### src/rtl/ptw_pkg.sv
`default_nettype none
// ============================================================================
// Module      : ptw_pkg
// Description : Shared types and constants for the page-table-walk AXI port:
//               FSM state encoding, TLB source indices and AXI4 field values.
// Revision    : 1.0 - initial release
// ============================================================================
package ptw_pkg;

    typedef enum logic [1:0] {
        ST_IDLE = 2'd0,
        ST_AR   = 2'd1,
        ST_R    = 2'd2
    } ptw_state_t;

    localparam logic SRC_ITLB = 1'b0;
    localparam logic SRC_DTLB = 1'b1;

    localparam logic [1:0] BURST_INCR  = 2'b01;
    localparam logic [2:0] SIZE_8B     = 3'b011;
    localparam logic [1:0] RESP_SLVERR = 2'b10;
    localparam logic [1:0] RESP_DECERR = 2'b11;
    localparam logic [2:0] PROT_PTW    = 3'b001;

    // Both slave and decode errors are reported to the TLB as a fault.
    function automatic logic is_err_resp(input logic [1:0] resp);
        return (resp == RESP_SLVERR) || (resp == RESP_DECERR);
    endfunction

endpackage
`default_nettype wire

### src/rtl/ptw_arbiter.sv
`default_nettype none
// ============================================================================
// Module      : ptw_arbiter
// Description : 2-way grant between ITLB and DTLB walk requests.
//               Macro PTW_RR_ARB_EN: round-robin with a turn pointer;
//               otherwise fixed priority ITLB over DTLB (no pointer).
// Revision    : 1.0 - initial release
// ============================================================================
module ptw_arbiter
    import ptw_pkg::*;
(
    input  logic       CLK,
    input  logic       RST,
    input  logic [1:0] req,
    input  logic       advance,
    output logic       grant_valid,
    output logic       grant_src
);

    assign grant_valid = |req;

`ifdef PTW_RR_ARB_EN
    logic ptr;

    // Turn pointer hands priority to the loser whenever both sources competed.
    always_ff @(posedge CLK) begin
        if (RST) begin
            ptr <= SRC_ITLB;
        end else if (advance && (req == 2'b11)) begin
            ptr <= ~grant_src;
        end
    end

    // Pointer decides only under contention; a lone requester always wins.
    always_comb begin
        grant_src = SRC_ITLB;
        if (req == 2'b11) begin
            grant_src = ptr;
        end else if (req[SRC_DTLB]) begin
            grant_src = SRC_DTLB;
        end
    end
`else
    logic unused_arb;
    assign unused_arb = ^{CLK, RST, advance};

    // Fixed priority: ITLB wins whenever it is requesting.
    always_comb begin
        grant_src = SRC_ITLB;
        if (!req[SRC_ITLB] && req[SRC_DTLB]) begin
            grant_src = SRC_DTLB;
        end
    end
`endif

endmodule
`default_nettype wire

### src/rtl/ptw_axi_master.sv
`default_nettype none
// ============================================================================
// Module      : ptw_axi_master
// Description : Page-table-walk AXI4 read port shared by ITLB and DTLB.
//               Captures fetch pulses, arbitrates, issues one single-beat
//               64-bit read at a time and returns the PTE as a one-cycle pulse.
//               Macro PTW_RR_ARB_EN selects round-robin arbitration.
// Revision    : 1.0 - initial release
// ============================================================================
module ptw_axi_master
    import ptw_pkg::*;
#(
    parameter int ADDR_WIDTH = 64,
    parameter int DATA_WIDTH = 64
) (
    input  logic                  CLK,
    input  logic                  RST,
    input  logic                  FLUSH,
    input  logic                  ITLB_REQ_VALID,
    input  logic [ADDR_WIDTH-1:0] ITLB_REQ_ADDR,
    output logic                  ITLB_RESP_VALID,
    output logic [DATA_WIDTH-1:0] ITLB_RESP_DATA,
    output logic                  ITLB_RESP_ERR,
    input  logic                  DTLB_REQ_VALID,
    input  logic [ADDR_WIDTH-1:0] DTLB_REQ_ADDR,
    output logic                  DTLB_RESP_VALID,
    output logic [DATA_WIDTH-1:0] DTLB_RESP_DATA,
    output logic                  DTLB_RESP_ERR,
    output logic                  M_ARVALID,
    input  logic                  M_ARREADY,
    output logic [ADDR_WIDTH-1:0] M_ARADDR,
    output logic [7:0]            M_ARLEN,
    output logic [2:0]            M_ARSIZE,
    output logic [1:0]            M_ARBURST,
    output logic [2:0]            M_ARPROT,
    input  logic                  M_RVALID,
    output logic                  M_RREADY,
    input  logic [DATA_WIDTH-1:0] M_RDATA,
    input  logic [1:0]            M_RRESP,
    input  logic                  M_RLAST
);

    ptw_state_t            state;
    ptw_state_t            next_state;
    logic [1:0]            pending;
    logic [ADDR_WIDTH-1:0] itlb_addr;
    logic [ADDR_WIDTH-1:0] dtlb_addr;
    logic                  owner;
    logic                  drop;
    logic [DATA_WIDTH-1:0] resp_data;

    logic [1:0]            busy;
    logic [1:0]            capture;
    logic [1:0]            eligible;
    logic [1:0]            grant_mask;
    logic [ADDR_WIDTH-1:0] issue_addr;
    logic                  grant_valid;
    logic                  grant_src;
    logic                  ar_hs;
    logic                  r_hs;
    logic                  issue;
    logic                  deliver;
    logic                  unused_rlast;

    assign unused_rlast = M_RLAST;

    assign M_ARLEN   = 8'd0;
    assign M_ARSIZE  = SIZE_8B;
    assign M_ARBURST = BURST_INCR;
    assign M_ARPROT  = PROT_PTW;

    // A source with a transaction in AR or R may not post another request.
    assign busy[SRC_ITLB] = (state != ST_IDLE) && (owner == SRC_ITLB);
    assign busy[SRC_DTLB] = (state != ST_IDLE) && (owner == SRC_DTLB);
    assign capture  = {DTLB_REQ_VALID, ITLB_REQ_VALID} & ~pending & ~busy & {2{~FLUSH}};
    // Same-cycle requests join arbitration so ARVALID can rise the next cycle.
    assign eligible = pending | capture;

    assign issue_addr = (grant_src == SRC_DTLB)
                      ? (capture[SRC_DTLB] ? DTLB_REQ_ADDR : dtlb_addr)
                      : (capture[SRC_ITLB] ? ITLB_REQ_ADDR : itlb_addr);

    assign ar_hs   = (state == ST_AR) && M_ARREADY;
    assign r_hs    = (state == ST_R) && M_RVALID;
    // Issue from IDLE or straight out of the R handshake for back-to-back reads.
    assign issue   = grant_valid && !FLUSH && ((state == ST_IDLE) || r_hs);
    assign deliver = r_hs && !drop && !FLUSH;
    assign grant_mask = issue ? ((grant_src == SRC_DTLB) ? 2'b10 : 2'b01) : 2'b00;

    ptw_arbiter u_arbiter (
        .CLK         (CLK),
        .RST         (RST),
        .req         (eligible),
        .advance     (issue),
        .grant_valid (grant_valid),
        .grant_src   (grant_src)
    );

    // State register.
    always_ff @(posedge CLK) begin
        if (RST) begin
            state <= ST_IDLE;
        end else begin
            state <= next_state;
        end
    end

    // Next-state decode for the AR / R sequence.
    always_comb begin
        next_state = state;
        case (state)
            ST_IDLE: if (issue) next_state = ST_AR;
            ST_AR:   if (ar_hs) next_state = ST_R;
            ST_R:    if (r_hs)  next_state = issue ? ST_AR : ST_IDLE;
            default: next_state = ST_IDLE;
        endcase
    end

    // Per-source pending bits and latched PTE addresses.
    always_ff @(posedge CLK) begin
        if (RST) begin
            pending   <= 2'b00;
            itlb_addr <= '0;
            dtlb_addr <= '0;
        end else begin
            pending <= FLUSH ? 2'b00 : (eligible & ~grant_mask);
            if (capture[SRC_ITLB]) itlb_addr <= ITLB_REQ_ADDR;
            if (capture[SRC_DTLB]) dtlb_addr <= DTLB_REQ_ADDR;
        end
    end

    // AXI address/read channel handshakes, owner and flush-drop tracking.
    always_ff @(posedge CLK) begin
        if (RST) begin
            M_ARVALID <= 1'b0;
            M_ARADDR  <= '0;
            M_RREADY  <= 1'b0;
            owner     <= SRC_ITLB;
            drop      <= 1'b0;
        end else begin
            if (issue) begin
                M_ARVALID <= 1'b1;
                M_ARADDR  <= {issue_addr[ADDR_WIDTH-1:3], 3'b000};
                owner     <= grant_src;
            end else if (ar_hs) begin
                M_ARVALID <= 1'b0;
            end
            if (ar_hs) begin
                M_RREADY <= 1'b1;
            end else if (r_hs) begin
                M_RREADY <= 1'b0;
            end
            // A flushed transaction still completes on AXI; only its result is dropped.
            if (r_hs) begin
                drop <= 1'b0;
            end else if (FLUSH && (state != ST_IDLE)) begin
                drop <= 1'b1;
            end
        end
    end

    // Registered one-cycle response pulse to the owning TLB.
    always_ff @(posedge CLK) begin
        if (RST) begin
            ITLB_RESP_VALID <= 1'b0;
            ITLB_RESP_ERR   <= 1'b0;
            DTLB_RESP_VALID <= 1'b0;
            DTLB_RESP_ERR   <= 1'b0;
            resp_data       <= '0;
        end else begin
            ITLB_RESP_VALID <= deliver && (owner == SRC_ITLB);
            ITLB_RESP_ERR   <= deliver && (owner == SRC_ITLB) && is_err_resp(M_RRESP);
            DTLB_RESP_VALID <= deliver && (owner == SRC_DTLB);
            DTLB_RESP_ERR   <= deliver && (owner == SRC_DTLB) && is_err_resp(M_RRESP);
            if (deliver) resp_data <= M_RDATA;
        end
    end

    assign ITLB_RESP_DATA = resp_data;
    assign DTLB_RESP_DATA = resp_data;

endmodule
`default_nettype wire

### config.mk
export PLATFORM = sky130hd
export DESIGN_NAME = ptw_axi_master
export DESIGN_NICKNAME = d
export VERILOG_FILES = /design/src/rtl/ptw_pkg.sv /design/src/rtl/ptw_arbiter.sv /design/src/rtl/ptw_axi_master.sv
export SDC_FILE = /design/constraint.sdc
export NUM_CORES = 1
export LEC_CHECK = 0
export ABC_AREA = 1
export BUFFER_PORTS_ARGS = -buffer_cell sky130_fd_sc_hd__buf_2
export CORE_ASPECT_RATIO = 2
export CORE_UTILIZATION = 35
export DETAILED_ROUTE_END_ITERATION = 16
export PLACE_DENSITY = 0.68
export SLEW_MARGIN = 20
export SYNTH_ARGS = -nofsm -noshare
export SYNTH_HDL_FRONTEND = slang
export SYNTH_SLANG_ARGS = --single-unit
### constraint.sdc
create_clock -name CLK -period 3.45 [get_ports CLK]
set_input_delay 0.69 -clock CLK [delete_from_list [all_inputs] [get_ports CLK]]
set_output_delay 0.69 -clock CLK [all_outputs]
set_load 0.05 [all_outputs]
; Yosys cells after proc, flatten, opt, wreduce, memory -nomap -nowiden
; Cells that the tools add are included.
[totals]
register_bits = 265
latch_bits = 0
ramBits = 0
romBits = 0
in_bits = 202
output_inout_bits = 214
memories = 0
[op_classes]
add_sub_neg = 0
n_mul = 0
div = 0
magnitude_cmp = 0
n_eq_ne = 7
n_shift = 0
muxes = 15
bitwise = 10
n_reduce_logical = 27
[op_table]
columns = op, n
row1 = 2-to-1 mux 64 bit, 3
row2 = logical AND 1 bit, 14
row3 = 2-to-1 mux 2 bit, 5
row4 = AND 2 bit, 4
row5 = "equality test 2 bit, second input constant", 3
row6 = 2-to-1 mux 1 bit, 6
row7 = "!= test 2 bit, second input constant", 3
row8 = inverter 2 bit, 3
row9 = one-hot mux 2 bit (3 select lines), 1
row10 = nonzero test 2 bit, 3
row11 = OR reduction 2 bit, 3
row12 = zero test 1 bit, 3
row13 = AND reduction 3 bit, 1
row14 = "equality test 2 x 1 -> 1 bit, second input constant", 1
row15 = zero test 2 bit, 1
row16 = logical OR 1 bit, 2
row17 = inverter 1 bit, 2
row18 = bitwise OR 2 bit, 1

; Depth between registers and ports, before layout
[depth]
word_depth = 13
depth_mapped = 11

; Hierarchy
; From an unflattened synthesis, not the netlist that was laid out.
[hier_totals]
hier_cells = 1542
hier_area_um2 = 11247.0
[modules_own_cells]
columns = mod, instances, cells_each, area_per_inst_um2, seq_area_each_um2
row1 = ptw_axi_master, 1, 1538, 11232.0, 5185.0
row2 = ptw_arbiter, 1, 4, 15.0, 0.0

; Worst setup path before layout
; Ideal clock, no wire load.
[synth_path]
path_type = input to register
startpoint = input port FLUSH
endpoint = register M_ARADDR[25]
arrival_ps = 1774
setup_slack_ps = 1565
path_stages = 10
n_path_buf = 2
path_cell_list = inv_2 nand3_1 nor2_2 nor2_4 nand2_1 nand2_2 buf_4 buf_4 nor2_1 nor2_1
[synth_via]
elab_chain_cells = 7
elab_cells_between_ends = 13
cone_classes = mux (4) / bitwise (3) / reduce/logical (6)
[synth_rtl]
columns = element, line_no
row1 = from (decl), ptw_axi_master.sv:18  ; input logic FLUSH,
row2 = inverter 1 bit, ptw_axi_master.sv:75  ; assign capture = {DTLB_REQ_VALID, ITLB_REQ_VALID} & ~pending & ~busy & {2{~FLUSH}};
row3 = AND 2 bit, ptw_axi_master.sv:75
row4 = bitwise OR 2 bit, ptw_axi_master.sv:77  ; assign eligible = pending | capture;
row5 = zero test 1 bit, ptw_arbiter.sv:50  ; if (!req[SRC_ITLB] && req[SRC_DTLB]) begin
row6 = logical AND 1 bit, ptw_arbiter.sv:50
row7 = 2-to-1 mux 1 bit, ptw_arbiter.sv:50
row8 = 2-to-1 mux 64 bit, ptw_axi_master.sv:80  ; ? (capture[SRC_DTLB] ? DTLB_REQ_ADDR : dtlb_addr)
row9 = to (signal assigned), ptw_axi_master.sv:143  ; M_ARADDR <= {issue_addr[ADDR_WIDTH-1:3], 3'b000};
row10 = to (decl), ptw_axi_master.sv:31  ; output logic [ADDR_WIDTH-1:0] M_ARADDR,
; Parallel ways exist; a longest one is shown, timed or not.
; A chain may end at the register's enable or synchronous reset.

; Worst setup path in the final report
[layout_path]
startpoint = register state[0]
endpoint = register M_ARADDR[52]
[layout_via]
elab_chain_cells = 10
elab_cells_between_ends = 20
cone_classes = eq/ne (1) / mux (4) / bitwise (4) / reduce/logical (11)
[layout_rtl]
columns = element, line_no
row1 = from (decl), ptw_axi_master.sv:43  ; ptw_state_t state;
row2 = from (signal assigned), ptw_axi_master.sv:104  ; state <= next_state;
row3 = nonzero test 2 bit, "ptw_axi_master.sv:73, ptw_axi_master.sv:74"
row4 = logical AND 1 bit, ptw_axi_master.sv:73  ; assign busy[SRC_ITLB] = (state != ST_IDLE) && (owner == SRC_ITLB);
row5 = inverter 2 bit, ptw_axi_master.sv:75
row6 = AND 2 bit (2 in a row), ptw_axi_master.sv:75
row7 = bitwise OR 2 bit, ptw_axi_master.sv:77
row8 = zero test 1 bit, ptw_arbiter.sv:50
row9 = logical AND 1 bit, ptw_arbiter.sv:50
row10 = 2-to-1 mux 1 bit, ptw_arbiter.sv:50
row11 = 2-to-1 mux 64 bit, ptw_axi_master.sv:80
; Parallel ways exist; a longest one is shown, timed or not.

==> results.toml <==
[yosys]
synth_top_cell_area_share_pct = 46.6
synth_compound_area_share_pct = 8.67
synthXorXnorAreaFrac_pct = 0
synthFlopType = "dfxtp_1"
synthMuxAreaShare_pct = 0
async_reset_ff_share_pct = 0
avgSynthCellArea_um2 = 6.69
synth.most_common_cell = "nand2_1"
yosysSeqAreaShare_pct = 46.6
synth_top_family_by_area = "simple AND/OR/NAND/NOR gates"
synth_fa_ha_area_share_pct = 0
synth_area_leader_cell = "dfxtp_1"
syn_inst = 1665
yosys.area_share.simple_pct = 32.9
synth-edff-count = 0
synth_cell_types = 21
netlist_top_cells_area = "dfxtp_1 47%, nand2_1 23%, nor2_1 8.7%"
syn_area_um2 = 11100
synth_seq_cells = 259
synth.cells.most_frequent = "687 x nand2_1, 259 x dfxtp_1, 257 x nor2_1"
yosysWarnings = 0

[global_routing]
grt_start_max_net_pins = 89
grt_pass1_wl_um = 52000
antenna_found_initial = 6
grt_usage_pct = 20.8
grt-ovfl-total = 0
grt_pass1_vias = 9893

[timing]
clock.fmax_mhz = 449
fin_skew_ns = 0.0193
relSlewSlack_pct = 32.9
finalSetupViolCount = 0
worstMarginPinSlew_ns = 1.01
finalHoldViolations = 0
min_period_ns = 2.23
rsz0062_at_grt = "false"
post-route-period-util_pct = 64.6
maxSlewViolCount = 0
fin_setup_tns_ns = 0

[clock_tree]
cts_sinks = 259
cts_buffers = 24
cts.clk_slew.worst_paths_ns = 0.07
hold_buffers = 0
clkLatencyLatePin_ns = 0.54
clockRootBuffer = "clkbuf_16"
post_cts_resized = 0
clockBufferDepth = 3
cts_max_level = 1
cts_tree = "done"
postCtsSetupRepairBufs = 0

[detailed_routing]
dr.pass1.iters = 4
drt_iter0_markers = 345
postRouteAntennaNets = 0
drt_wl_total_um = 34900
wl_per_cell_um = 14.7
num_vias = 10800
drc = 0
vias_per_cell = 4.54

[pwr]
powerDensity_nw_per_um2 = 530
p_int_w = 0.00505
pwr-share-clk_pct = 37.3
switching_share_pct = 30.0
p_leak_nw = 7.34
comb_power_share_pct = 18.2
vdd_drop_max_uv = 404
seqPwrFrac_pct = 44.5
p_sw_w = 0.00217

[critical_path]
crit_fanout = 45
reg2reg_depth = 10
worstSetupPathType = "flop to flop"
critPathLaunchType = "flop"
cp.required_ns = 3.87
r2r-end = "M_ARADDR[52]"
r2r_setup_slack_ns = 1.22
critPathCaptureType = "flop"
crit_arrival_ns = 2.65
r2r-start = "state[0]"

[die]
die_w_um = 128
io_pins = 416
dieArea_um2 = 32600
start_util_pct = 35.4
rows = 92
die_h_um = 254
core_um2 = 31400

[final_layout]
final_area_um2 = 13600
multi_input_area_um2 = 4720
area_growth_pct = 22.3
seq_area_um2 = 5180
layout.nets = 2140
drive_above_1_share_pct = 23.3
fill_cells = 3348

[hold_path]
worstHoldStart = "M_RDATA[57]"
holdPathStages = 3
hp-class = "input port to flop"
worstHoldEndpoint = "DTLB_RESP_DATA[57]"

[job]
maxCapViolCount = 0

[placement]
dp.final_hpwl_um = 24000
postPlaceCellArea_um2 = 12800
place.gp.congestion = 0.839
numPortBuffers = 388

[status]
status = "finished clean"
how the worst max path moves through the flow:
stage               startpoint           end  slack, ns  cells after the start
floorplan                FLUSH  M_ARADDR[25]       1.56                     10
global placement         FLUSH  M_ARADDR[18]       0.94                     11
detailed placement       FLUSH  M_ARADDR[54]       0.89                     11
CTS                   state[0]  M_ARADDR[54]       1.19                     10
global route          state[0]  M_ARADDR[18]       1.00                     10
finish                state[0]  M_ARADDR[52]       1.22                     10
per-layer routing:
metal / track usage (%) / routed length [um] / vias to the layer above
met3: 3.67 / 2060 / 72
li1: - / - / 5525
met4: 11.1 / 1570 / 6
met5: 0 / 38 / -
met1: 20.5 / 12900 / 4813
met2: 40.2 / 18300 / 377
through the flow:
step                      worst slack (ns)  total power (W)  cells  hold slack, ns  utilization (%)
after global placement               0.935          0.00459   2335           0.451             40.8
after floorplan                       1.56          0.00424   1682           0.437                -
final                                 1.22          0.00722   2378           0.412             43.4
after detailed placement             0.890          0.00461   2335           0.457             40.8
after global routing                  1.00          0.00756   2378           0.404             43.4
after CTS                             1.19          0.00733   2375           0.388             43.3
cell type report:
class | instances | share of cell area (%)
Sequential cell | 259 | 38.1
Multi-Input combinational cell | 1174 | 34.6
Timing Repair Buffer | 404 | 15.5
Clock buffer | 35 | 5.38
Tap cell | 423 | 3.88
Inverter | 75 | 2.08
Clock inverter | 5 | 0.386
Antenna cell | 3 | 0.0551
power by group through the flow:
| stage | Combinational (W) | Sequential (W) | Clock (W) |
|---|---|---|---|
| floorplan | 0.000684 | 0.00356 | 0 |
| global placement | 0.00131 | 0.00328 | 0 |
| detailed placement | 0.00133 | 0.00328 | 0 |
| CTS | 0.00133 | 0.00321 | 0.00279 |
| global route | 0.00145 | 0.00323 | 0.00289 |
| finish | 0.00131 | 0.00321 | 0.00269 |
cells by family (layout without fill, tap and decap cells):
logic type	Yosys count	in the layout
compound gates	193	193
flops	259	259
simple gates	962	962
buf+inv	249	519
other cells	2	22
layout by cell type, fill, tap and decap left out, drive strengths merged:
cell,Yosys,routed
a21oi,128,128
buf,133,404
bufinv,0,1
clkbuf,41,35
clkinv,0,3
clkinvlp,0,1
conb,2,19
dfxtp,259,259
diode,0,3
inv,75,75
nand2,689,689
nand3,4,4
nand3b,1,1
nand4,2,2
nor2,261,261
nor3,2,2
nor3b,1,1
nor4,2,2
o21ai,65,65
sequential cells by signal, summed over array words and instances (netlist names):
signal	count
pending	2
ITLB_RESP_VALID	1
owner	1
state	2
DTLB_RESP_VALID	1
DTLB_RESP_ERR	1
dtlb_addr	61
M_RREADY	1
DTLB_RESP_DATA	64
M_ARVALID	1
M_ARADDR	61
drop	1
ITLB_RESP_ERR	1
itlb_addr	61
critical path, stage by stage (launching register included):
cell and delay [ns]:
dfxtp_1 0.41, nor2_1 0.09, nor2_1 0.19, nor2_4 0.05, nor2_1 0.20, nand2_1 0.14, nand2_4 0.42, buf_4 0.39
nand2_1 0.08, nand2_1 0.06, nor2_1 0.06
(Power assumes the default switching activity.)
